===== src/rtl/riscv_pkg.sv =====
// Shared RISC-V core definitions: fetch FSM states, widths, NOP encoding and
// the major opcodes consumed by the control decoder.
package riscv_pkg;

  localparam int XLEN = 32;

  localparam logic [31:0] NOP_INSTR = 32'h0000_0013;

  localparam logic [6:0] OP     = 7'b0110011;
  localparam logic [6:0] LOAD   = 7'b0000011;
  localparam logic [6:0] STORE  = 7'b0100011;
  localparam logic [6:0] BRANCH = 7'b1100011;
  localparam logic [6:0] OP_IMM = 7'b0010011;

  typedef enum logic [1:0] {
    FETCH_IDLE,
    FETCH_REQ,
    FETCH_WAIT,
    FETCH_HOLD
  } fetch_state_t;

endpackage


===== src/rtl/pc_next.sv =====
// Next-PC select: sequential PC+4, or a redirect target with its low two bits
// cleared (misaligned targets are silently aligned, never faulted).
module pc_next #(
  parameter int XLEN = 32
) (
  input  logic [XLEN-1:0] i_pc,
  input  logic            i_branch_taken,
  input  logic [XLEN-1:0] i_branch_target,
  output logic [XLEN-1:0] o_pc_next
);

  logic [XLEN-1:0] w_pc_seq;
  logic [XLEN-1:0] w_pc_target;

  assign w_pc_seq    = i_pc + XLEN'(4);
  assign w_pc_target = {i_branch_target[XLEN-1:2], 2'b00};
  assign o_pc_next   = i_branch_taken ? w_pc_target : w_pc_seq;

endmodule


===== src/rtl/fetch_unit.sv =====
// Instruction fetch stage: owns the PC, issues one imem request at a time and
// holds the returned word for decode until it is accepted.
module fetch_unit #(
  parameter int              XLEN     = riscv_pkg::XLEN,
  parameter logic [XLEN-1:0] RESET_PC = '0
) (
  input  logic            clk,
  input  logic            rst_n,
  output logic            imem_req_valid,
  input  logic            imem_req_ready,
  output logic [XLEN-1:0] imem_addr,
  input  logic            imem_rsp_valid,
  input  logic [31:0]     imem_rsp_data,
  output logic            instr_valid,
  input  logic            instr_ready,
  output logic [31:0]     instr,
  output logic [6:0]      opcode,
  output logic [XLEN-1:0] pc_out,
  input  logic            branch_taken,
  input  logic [XLEN-1:0] branch_target,
  output logic [31:0]     retired_count
);

  import riscv_pkg::*;

  fetch_state_t    r_state;
  fetch_state_t    w_state_next;
  logic [XLEN-1:0] r_pc;
  logic [XLEN-1:0] w_pc_next;
  logic [31:0]     r_instr;
  logic [31:0]     r_retired;
  logic            w_accept;
  logic            w_capture;

  always_ff @(posedge clk or negedge rst_n) begin
    if (!rst_n) begin
      r_state <= FETCH_IDLE;
    end else begin
      r_state <= w_state_next;
    end
  end

  always_comb begin
    w_state_next = r_state;
    case (r_state)
      FETCH_IDLE: w_state_next = FETCH_REQ;
      FETCH_REQ:  if (imem_req_ready) w_state_next = FETCH_WAIT;
      FETCH_WAIT: if (imem_rsp_valid) w_state_next = FETCH_HOLD;
      FETCH_HOLD: if (instr_ready)    w_state_next = FETCH_REQ;
      default:    w_state_next = FETCH_IDLE;
    endcase
  end

  // Responses are only meaningful in WAIT; anything else (stale or spurious) is dropped.
  assign w_capture = (r_state == FETCH_WAIT) && imem_rsp_valid;
  assign w_accept  = (r_state == FETCH_HOLD) && instr_ready;

  pc_next #(
    .XLEN(XLEN)
  ) u_pc_next (
    .i_pc           (r_pc),
    .i_branch_taken (branch_taken),
    .i_branch_target(branch_target),
    .o_pc_next      (w_pc_next)
  );

  always_ff @(posedge clk or negedge rst_n) begin
    if (!rst_n) begin
      r_pc      <= RESET_PC;
      r_instr   <= NOP_INSTR;
      r_retired <= '0;
    end else begin
      if (w_capture) begin
        r_instr <= imem_rsp_data;
      end
      if (w_accept) begin
        r_pc      <= w_pc_next;
        r_retired <= r_retired + 32'd1;
      end
    end
  end

  assign imem_req_valid = (r_state == FETCH_REQ);
  assign instr_valid    = (r_state == FETCH_HOLD);
  assign imem_addr      = r_pc;
  assign pc_out         = r_pc;
  assign instr          = r_instr;
  assign opcode         = r_instr[6:0];
  assign retired_count  = r_retired;

endmodule


===== config.mk =====
export PLATFORM = sky130hd
export DESIGN_NAME = fetch_unit
export DESIGN_NICKNAME = d
export VERILOG_FILES = /design/src/rtl/riscv_pkg.sv /design/src/rtl/pc_next.sv /design/src/rtl/fetch_unit.sv
export SDC_FILE = /design/constraint.sdc
export NUM_CORES = 1
export LEC_CHECK = 0
export CORE_MARGIN = 2
export CORE_UTILIZATION = 44
export CTS_CLUSTER_SIZE = 30
export DETAILED_ROUTE_END_ITERATION = 8
export PLACE_DENSITY = 0.81
export SLEW_MARGIN = 10
export SYNTH_ARGS = -nofsm -noshare
export SYNTH_HDL_FRONTEND = slang
export SYNTH_SLANG_ARGS = --single-unit

===== constraint.sdc =====
create_clock -name clk -period 2.17 [get_ports clk]
set_input_delay 0.434 -clock clk [delete_from_list [all_inputs] [get_ports clk]]
set_output_delay 0.434 -clock clk [all_outputs]
set_load 0.01 [all_outputs]

======== Yosys cells after proc, flatten, opt, wreduce, memory -nomap -nowiden ========
Index checks and enable logic that the tools add are counted.
cells by class
  muxes and demuxes ....................... 5
  equal/unequal tests ..................... 6
  add/sub/neg operators ................... 2
  reduce and logical (&&, ||, !) cells .... 4
operators by type and width
  operator               number
  $add 32x1->32 const B  1
  $add 32x3->32 const B  1
  $mux 32                1
  $pmux 2 s4             1
  $mux 2                 3
  $eq 2x2->1 const B     2
  $ne 2x1->1 const B     2
  $reduce_and 3->1       1
  $eq 2x1->1 const B     1
  $logic_and 1x1->1      2
  $logic_not 2->1        1
  $ne 2x2->1 const B     1
word-level totals
  output and inout port bits .............. 137
  register bits after elaboration ......... 98
  input bits .............................. 70

======== Depth between registers and ports, before layout ========
Gate-level depths: netlist of run 1.
  depth after elaboration ................. 3
  gate-level depth with buffers ........... 7

======== Hierarchy ========
From an unflattened synthesis of run 1, not the netlist that was laid out.
second synthesis, totals
  cells, all modules ...................... 499
  area total of the unflattened synthesis .. 5308.8 um^2
by module, submodules not included
  module      cells each  sequential area each (um^2)  area an instance (um^2)  instances
  fetch_unit  324         2456.1                       4287.9                   1
  pc_next     175         0.0                          1021.0                   1

======== Worst setup path after synthesis of run 1 ========
OpenSTA, ideal clock, no wires.
  path type ............................... flip-flop to flip-flop
  start ................................... reg r_state[0]
  end ..................................... reg r_retired[22], in the netlist retired_count[22]
  buffers on the path ..................... 1
  stages on the path, launching flop included .. 7
  arrival time ............................ 1849 ps
  clock period less this slack ............ 1974 ps
  slack ................................... 196 ps
  cell sequence ........................... dfrtp_1 > ha_1 > clkbuf_1 > nand3_1 > nor4_1 > nand4_1 > xnor2_1
between the ends
  word-level cells in the longest chain between the ends .. 2
ends and longest elaborated chain
  element                 RTL line          text
  start, declared         fetch_unit.sv:26  fetch_state_t r_state;
  start signal, assigned  fetch_unit.sv:39  r_state <= w_state_next;
  $eq 2x2->1              --
  via instr_valid         fetch_unit.sv:14  output logic instr_valid,
  $logic_and 1x1->1       fetch_unit.sv:56  assign w_accept = (r_state == FETCH_HOLD) && instr_ready;
  end signal, assigned    fetch_unit.sv:78  r_retired <= r_retired + 32'd1;
  end, declared           fetch_unit.sv:31  logic [31:0] r_retired;
The timed path passes the listed nets, and every way through them passes these cells.
A chain may end at the register's enable or synchronous reset.

======== Worst setup path in the final report of run 1 ========
  start ................................... reg r_state[0]
  end ..................................... out instr_valid
between the ends
  word-level cells in the longest chain between the ends .. 1
ends and longest elaborated chain
  element        RTL line          text
  $eq 2x2->1     fetch_unit.sv:84  assign instr_valid = (r_state == FETCH_HOLD);
  end, declared  fetch_unit.sv:14
Every way passes these cells.

==> summary.txt, run 1 <==
Timing
  – Clock skew: 6.36 ps
  – Worst-Margin Slew: 552 ps
  – Tmin final: 2100 ps
  – Final worst setup slack: 68.9 ps
  – Final Max Slew Viols: 0
  – Hold Fails Final Rpt: 0
  – RSZ-0062 raised after global routing: false
  – Final Setup Violations: 0
  – Post-route setup TNS: 0 ps
  – Period utilization: 96.8%
  – Peak Freq: 476 MHz
  – Relative slew slack: 63.0%

Worst setup path
  – Crit-path max FO: 10
  – CP cell instances: ha_2 -> clkdlybuf4s50_1
  – CP max stage delay: 580 ps
  – Arrival time worst endpoint: 1670 ps
  – Delay-heaviest family, CP: buffers and inverters
  – Startpoint types: flop
  – Critical Path RT: 1740 ps
  – Slowest cell on crit path: clkdlybuf4s50_1
  – CP endpoint kind: output pin
  – Crit path kind: flop to output pin
  – WP buf/inv: 1

Power and ir drop
  – Peak VDD IR: 0.804 mV
  – Pleak: 3.02 nW
  – Clock Power Share: 16.3%
  – Sw Pwr: 3.20 mW
  – PwrDens: 1200 nW/um^2
  – Switching Share: 35.9%
  – Comb pwr share: 48.1%
  – Sequential share of power: 35.6%
  – Internal Pwr Total: 5.72 mW

Synth
  – Main synth FF type: dfrtp_1
  – Sequential fraction of the synthesis area: 46.9%
  – Share of synthesized registers carrying an async set or reset: 100%
  – Cells after Synth: 506
  – Syn. warnings: 0
  – Post-synthesis instance area: 5130 um^2
  – Yosys cell types: 51
  – Post-synth EDFFs: 0
  – Avg Cell Area, Syn: 10.1 um^2
  – #FFs+latches synth: 96

Global routing
  – Initial antenna violation count: 0
  – Grt ovf: 0
  – First-pass GRT wire length: 23800 um
  – Vias in the first global route: 4765
  – Largest net degree at the start of global routing: 65
  – Gr usage total: 23.3%

Finish
  – Fin area: 7450 um^2
  – Final #Nets: 757
  – Final Core Density: 65.2%
  – Share of cells above drive strength 1: 12.7%
  – Fillers: 886
  – Synth-to-layout area growth: 45.3%

Floorplanning
  – Num rows: 39
  – Core area: 11400 um^2
  – Die Y: 112 um
  – # IOs: 207
  – Die Width: 112 um
  – Initial Utilization: 44.9%
  – Die ar.: 12500 um^2

Place
  – Dpl ws: -19.5 ps
  – Port bufs: 200
  – Dpl cell area: 7180 um^2
  – GPL Wtd Cong: 0.858
  – Post-DP HPWL: 10800 um

Routing
  – Drc violations: 0
  – Initial DRC Count: 258
  – Vias per cell: 5.61
  – Total iterations of the first detailed-routing run: 4
  – WL/cell: 17.5 um
  – Final ANT Viol Nets: 0
  – Via Count: 4659
  – WL final: 14500 um

CTS
  – Hold-fix buffers, CTS: 0
  – Clock buffer depth: 2
  – Worst-path clk slew: 70 ps
  – CTS Buf Count: 9
  – Clk sinks: 96
  – Root Buffer: clkbuf_16
  – Htree depth: 3
  – Clock Latency Late Sink: 340 ps
  – CTS tree: yes
  – Post-CTS Repair Setup Buffers: 0

Min path
  – Hold Path Class: primary input to async pin

Job
  – Maxcap violations: 0

Run status
  – Status: finished, final reports clean
-- power groups by stage --
| stage | clock [mW] | combinational (mW) | sequential [mW] |
|---|---|---|---|
| after floorplan | 0 | 1.86 | 3.36 |
| after global placement | 0 | 4.22 | 3.13 |
| after detailed placement | 0 | 4.29 | 3.20 |
| after CTS | 1.49 | 4.32 | 3.17 |
| after global routing | 1.57 | 4.59 | 3.29 |
| final | 1.46 | 4.29 | 3.17 |
-- per-stage QoR --
| step | hold WS [ps] | power, mW | cells |
|---|---|---|---|
| after floorplan | 138 | 5.22 | 509 |
| after global placement | 398 | 7.35 | 814 |
| after detailed placement | 405 | 7.49 | 814 |
| after CTS | 35.6 | 8.99 | 830 |
| after global routing | 55.9 | 9.44 | 830 |
| final | 20.5 | 8.92 | 831 |
-- metal layers --
layer | routed length, um | track usage (%)
met3 | 1150 | 5.33
met1 | 6010 | 29.3
met4 | 252 | 8.37
met2 | 7100 | 39.6
met5 | 0 | 0
-- layout make-up --
class / instances / area [um^2] / area share [%]
antenna: 1 / 2.50 / 0.0336
clock buffer: 11 / 233 / 3.12
inverter: 11 / 41.3 / 0.554
tap: 143 / 179 / 2.40
multi-input combinational: 336 / 2290 / 30.8
clock inverter: 5 / 33.8 / 0.453
sequential: 96 / 2410 / 32.3
timing repair buffer: 228 / 2260 / 30.3
-- timing repair --
action | CTS | global route
gates resized for setup | 1 | 0
endpoints found under the hold margin | 0 | 0
setup endpoints to repair | 1 | 0
-- cells in the final DEF (no fill, tap or decap), types with 19 or more instances in the layout --
cell / n
o21ai_0: 23
clkdlybuf4s50_1: 199
mux2_2: 32
xnor2_1: 22
nand2_1: 28
nor3_1: 19
buf_4: 25
nand3_1: 22
nor2_1: 27
dfrtp_1: 93
-- kinds of logic after synthesis --
kind of cell	synth area share (%)
adder cells (fa/ha/maj)	1.22
multiplexers	7.22
AO/OA/AOI/OAI	10.7
other	0.0731
AND/OR/NAND/NOR	19.9
flip-flops	46.9
buffers and inverters	8.71
XOR/XNOR	5.30
-- cells in the mapped netlist, types with 3 or more instances --
library cell | count | area share, %
ha_1 | 5 | 1.2
a311oi_1 | 9 | 1.5
and4_1 | 13 | 2.2
xnor2_1 | 22 | 3.8
nor3_1 | 19 | 1.9
nor2_1 | 27 | 2.0
or3_1 | 13 | 1.6
a21oi_1 | 16 | 1.6
a211oi_1 | 8 | 1.2
clkbuf_1 | 15 | 1.1
nand2_1 | 28 | 2.0
o21ai_0 | 23 | 2.2
nor4_2 | 3 | 0.73
a22oi_1 | 3 | 0.44
a31oi_1 | 3 | 0.37
o2bb2ai_1 | 3 | 0.51
buf_2 | 3 | 0.29
nor4_1 | 9 | 1.1
buf_1 | 7 | 0.51
nand3_1 | 22 | 2.1
inv_1 | 11 | 0.81
dfrtp_1 | 93 | 45
and3_1 | 10 | 1.2
and2_1 | 6 | 0.73
buf_4 | 41 | 6.0
dfstp_2 | 3 | 1.5
a32oi_1 | 3 | 0.51
xor2_1 | 9 | 1.5
o211ai_1 | 3 | 0.44
mux2_2 | 32 | 7.0
nand4_1 | 18 | 2.2
-- final timing paths --
path / to / cells after the start / slack, ps / start
setup / recovery: instr_valid / 2 / 70 / r_state[0]
setup reg to reg: imem_addr[19] / 4 / 240 / imem_addr[6]
hold reg to reg: retired_count[31] / 1 / 490 / retired_count[31]
hold / removal: instr[25] / 1 / 20 / rst_n
max in group asynchronous: retired_count[3] / 2 / 1450 / rst_n
min in group clk: retired_count[31] / 1 / 490 / retired_count[31]
-- state kept, by name, summed over array words and instances, names as in the netlist --
signal         count
imem_addr         30
retired_count     32
r_state            2
instr             32
(Power assumes the default switching activity.)
==> run 2: changes to the inputs <==
--- a/config.mk
+++ b/config.mk
@@ -5,10 +5,12 @@
 export SDC_FILE = /design/constraint.sdc
 export NUM_CORES = 1
 export LEC_CHECK = 0
+export CAP_MARGIN = 40
 export CORE_MARGIN = 2
 export CORE_UTILIZATION = 44
 export CTS_CLUSTER_SIZE = 30
 export DETAILED_ROUTE_END_ITERATION = 8
+export GPL_ROUTABILITY_DRIVEN = 0
 export PLACE_DENSITY = 0.81
 export SLEW_MARGIN = 10
 export SYNTH_ARGS = -nofsm -noshare
==> results of run 2 <==
Final layout, timing and power as in run 1 (identical DEF).
==> run 3: changes to the inputs <==
--- a/config.mk
+++ b/config.mk
@@ -5,13 +5,13 @@
 export SDC_FILE = /design/constraint.sdc
 export NUM_CORES = 1
 export LEC_CHECK = 0
+export ABC_AREA = 1
 export CAP_MARGIN = 40
-export CORE_MARGIN = 2
-export CORE_UTILIZATION = 44
+export CORE_UTILIZATION = 46
 export CTS_CLUSTER_SIZE = 30
 export DETAILED_ROUTE_END_ITERATION = 8
 export GPL_ROUTABILITY_DRIVEN = 0
-export PLACE_DENSITY = 0.81
+export PLACE_DENSITY = 0.82
 export SLEW_MARGIN = 10
 export SYNTH_ARGS = -nofsm -noshare
 export SYNTH_HDL_FRONTEND = slang
==> run 3 against run 2 <==
Net effect:
- via count is 17% higher
- register-to-register slack better by 220 ps
- setup slack gained 130 ps
- first-iteration DRC count rose by 57%
- largest power group unchanged
==> summary.txt, run 3 <==
Run status
  – Status: finished, final reports clean (unchanged)

Floorplanning
  – Die Width: 115 um (was 112 um)
  – Initial Utilization: 47.9% (was 44.9%)
  – Die ar.: 13200 um^2 (was 12500 um^2)
  – # IOs: 207 (unchanged)
  – Num rows: 40 (was 39)
  – Core area: 12200 um^2 (was 11400 um^2)
  – Die Y: 115 um (was 112 um)

Place
  – Port bufs: 200 (unchanged)
  – Placed insts: 1088 (was 814)
  – Dpl ws: 208 ps (was -19.5 ps)
  – Post-DP HPWL: 11600 um (was 10800 um)

CTS
  – Hold-fix buffers, CTS: 0 (unchanged)
  – Worst-path clk slew: 80 ps (was 70 ps)
  – CTS Buf Count: 9 (unchanged)
  – CTS tree: yes (unchanged)
  – Post-CTS sizing: 0 (was 1)
  – Post-CTS Repair Setup Buffers: 0 (unchanged)
  – Clock Latency Late Sink: 350 ps (was 340 ps)
  – Clk sinks: 96 (unchanged)
  – Root Buffer: clkbuf_16 (unchanged)
  – Clock buffer depth: 2 (unchanged)
  – Htree depth: 3 (unchanged)

Worst setup path
  – CP endpoint kind: output pin (unchanged)
  – Delay-heaviest family, CP: buffers and inverters (unchanged)
  – CP cell instances: inv_1 -> ha_1 -> clkdlybuf4s50_1 (was ha_2 -> clkdlybuf4s50_1)
  – Crit path kind: flop to output pin (unchanged)
  – WP buf/inv: 2 (was 1)
  – Crit-path max FO: 4 (was 10)
  – Critical Path RT: 1740 ps (about the same)
  – Startpoint types: flop (unchanged)
  – CP max stage delay: 560 ps (was 580 ps)
  – Arrival time worst endpoint: 1540 ps (was 1670 ps)
  – Slowest cell on crit path: clkdlybuf4s50_1 (unchanged)

Timing
  – Hold Fails Final Rpt: 0 (unchanged)
  – Post-route setup TNS: 0 ps (unchanged)
  – Clock skew: 7.04 ps (was 6.36 ps)
  – Final Setup Violations: 0 (unchanged)
  – RSZ-0062 raised after global routing: false (unchanged)
  – Peak Freq: 506 MHz (was 476 MHz)
  – Period utilization: 91.1% (was 96.8%)
  – Final worst setup slack: 194 ps (was 68.9 ps)
  – Tmin final: 1980 ps (was 2100 ps)
  – Final Max Slew Viols: 0 (unchanged)

Global routing
  – Grt ovf: 0 (unchanged)
  – Largest net degree at the start of global routing: 50 (was 65)
  – Gr usage total: 23.6% (was 23.3%)
  – First-pass GRT wire length: 24400 um (was 23800 um)
  – Initial antenna violation count: 0 (unchanged)
  – Vias in the first global route: 5097 (was 4765)

Routing
  – Initial DRC Count: 405 (was 258)
  – Via Count: 5435 (was 4659)
  – Final ANT Viol Nets: 0 (unchanged)
  – Drc violations: 0 (unchanged)
  – WL final: 15300 um (was 14500 um)
  – WL/cell: 13.9 um (was 17.5 um)
  – Vias per cell: 4.92 (was 5.61)
  – Total iterations of the first detailed-routing run: 5 (was 4)

Job
  – Maxcap violations: 0 (unchanged)

Synth
  – Post-synth top cells: nand2_1 (233), nor2_1 (97), dfrtp_1 (93) (was dfrtp_1 (93), buf_4 (41), mux2_2 (32))
  – Avg Cell Area, Syn: 7.63 um^2 (was 10.1 um^2)
  – Synth top area cells: dfrtp_1 (40%), nand2_1 (15%), nor2_1 (6.2%), mux2_2 (6.2%), buf_4 (5.3%) (was dfrtp_1 (45%), mux2_2 (7.0%), buf_4 (6.0%), xnor2_1 (3.8%), o21ai_0 (2.2%))
  – Post-synth EDFFs: 0 (unchanged)
  – Cell taking the most area after synthesis: dfrtp_1 (unchanged)
  – Dominant cell by count in the synthesized netlist: nand2_1 (was dfrtp_1)
  – Post-synth top area share: 39.8% (was 45.4%)
  – Share of synthesized registers carrying an async set or reset: 100% (unchanged)
  – Main synth FF type: dfrtp_1 (unchanged)
  – #FFs+latches synth: 96 (unchanged)
  – Yosys cell types: 32 (was 51)
  – Post-synthesis instance area: 5850 um^2 (was 5130 um^2)
  – Cells after Synth: 767 (was 506)
  – Sequential fraction of the synthesis area: 41.1% (was 46.9%)
  – Syn. warnings: 0 (unchanged)

Finish
  – Share of cells above drive strength 1: 10.5% (was 12.7%)
  – # diodes: 0 (was 1)
  – Commonest non-fill, non-tap cell in the layout: nand2_1 (was clkdlybuf4s50_1)
  – Most frequent cells in the layout: nand2_1 (232), clkdlybuf4s50_1 (199), nor2_1 (97), dfrtp_1 (93), inv_1 (74) (was clkdlybuf4s50_1 (199), dfrtp_1 (93), mux2_2 (32), nand2_1 (28), nor2_1 (27))
  – Non-Filler Instances: 1104 (was 831)
  – Final #Nets: 1006 (was 757)
  – Synth-to-layout area growth: 38.3% (was 45.3%)
  – Fillers: 1069 (was 886)

Power and ir drop
  – Pleak: 3.54 nW (was 3.02 nW)
  – PwrDens: 1150 nW/um^2 (was 1200 nW/um^2)
  – Peak VDD IR: 0.420 mV (was 0.804 mV)

Min path
  – Hold Path Class: primary input to async pin (unchanged)
[run 3: cell families (layout without fill, tap and decap cells)]
logic type	Yosys count	in the layout	synth area share, %
flip-flops	96	96	41.1
AND/OR/NAND/NOR	427	427	32.3
multiplexers	32	32	6.16
AO/OA/AOI/OAI	52	52	4.68
other	1	4	0.0641
adder cells (fa/ha/maj)	5	5	1.07
buffers and inverters	133	299	11.4
XOR/XNOR	21	21	3.14
[run 3: layer usage]
metal / part of all wire [%] / track usage [%] / vias up
li1: - / - / 2689
met4: 2.1 / 8.92 / 0
met3: 6.0 / 4.16 / 25
met2: 50 / 41.0 / 175
met1: 42 / 29.3 / 2546
met5: 0 / 0 / -
[run 3: stage by stage]
step                      power (mW)  area [um^2]  util [%]  hold slack (ps)
after detailed placement        7.81         7800      63.9              396
after global placement          7.66         7800      63.9              404
final                           9.34         8090      66.2             15.3
after CTS                       9.39         8090      66.2             27.1
after floorplan                 5.59         5860         -              138
after global routing            9.94         8090      66.2             42.8
[run 3: report_power, final]
part           switching (mW)  internal [mW]
clock                   0.755          0.825
sequential              0.788           2.47
combinational            1.99           2.52
[run 3: final cells by class]
| type | instances | area (um^2) | area share, % |
|---|---|---|---|
| clock buffers | 10 | 239 | 2.95 |
| clock inverters | 6 | 50.0 | 0.619 |
| inverters | 74 | 278 | 3.43 |
| multi-input cells | 541 | 2790 | 34.5 |
| flip-flops and latches | 96 | 2410 | 29.7 |
| well taps | 168 | 210 | 2.60 |
| repair buffers | 209 | 2120 | 26.2 |
[run 3: worst paths after layout]
kind / to / startpoint / cells after the start / slack, ps
worst max-delay path: imem_req_valid / r_state[1] / 3 / 190
worst min-delay path: retired_count[17] / rst_n / 1 / 20
worst max register to register: imem_addr[2] / r_state[0] / 6 / 460
worst min register to register: instr[23] / instr[23] / 1 / 500
max in group asynchronous: r_state[0] / rst_n / 2 / 1490
min in group clk: instr[23] / instr[23] / 1 / 500
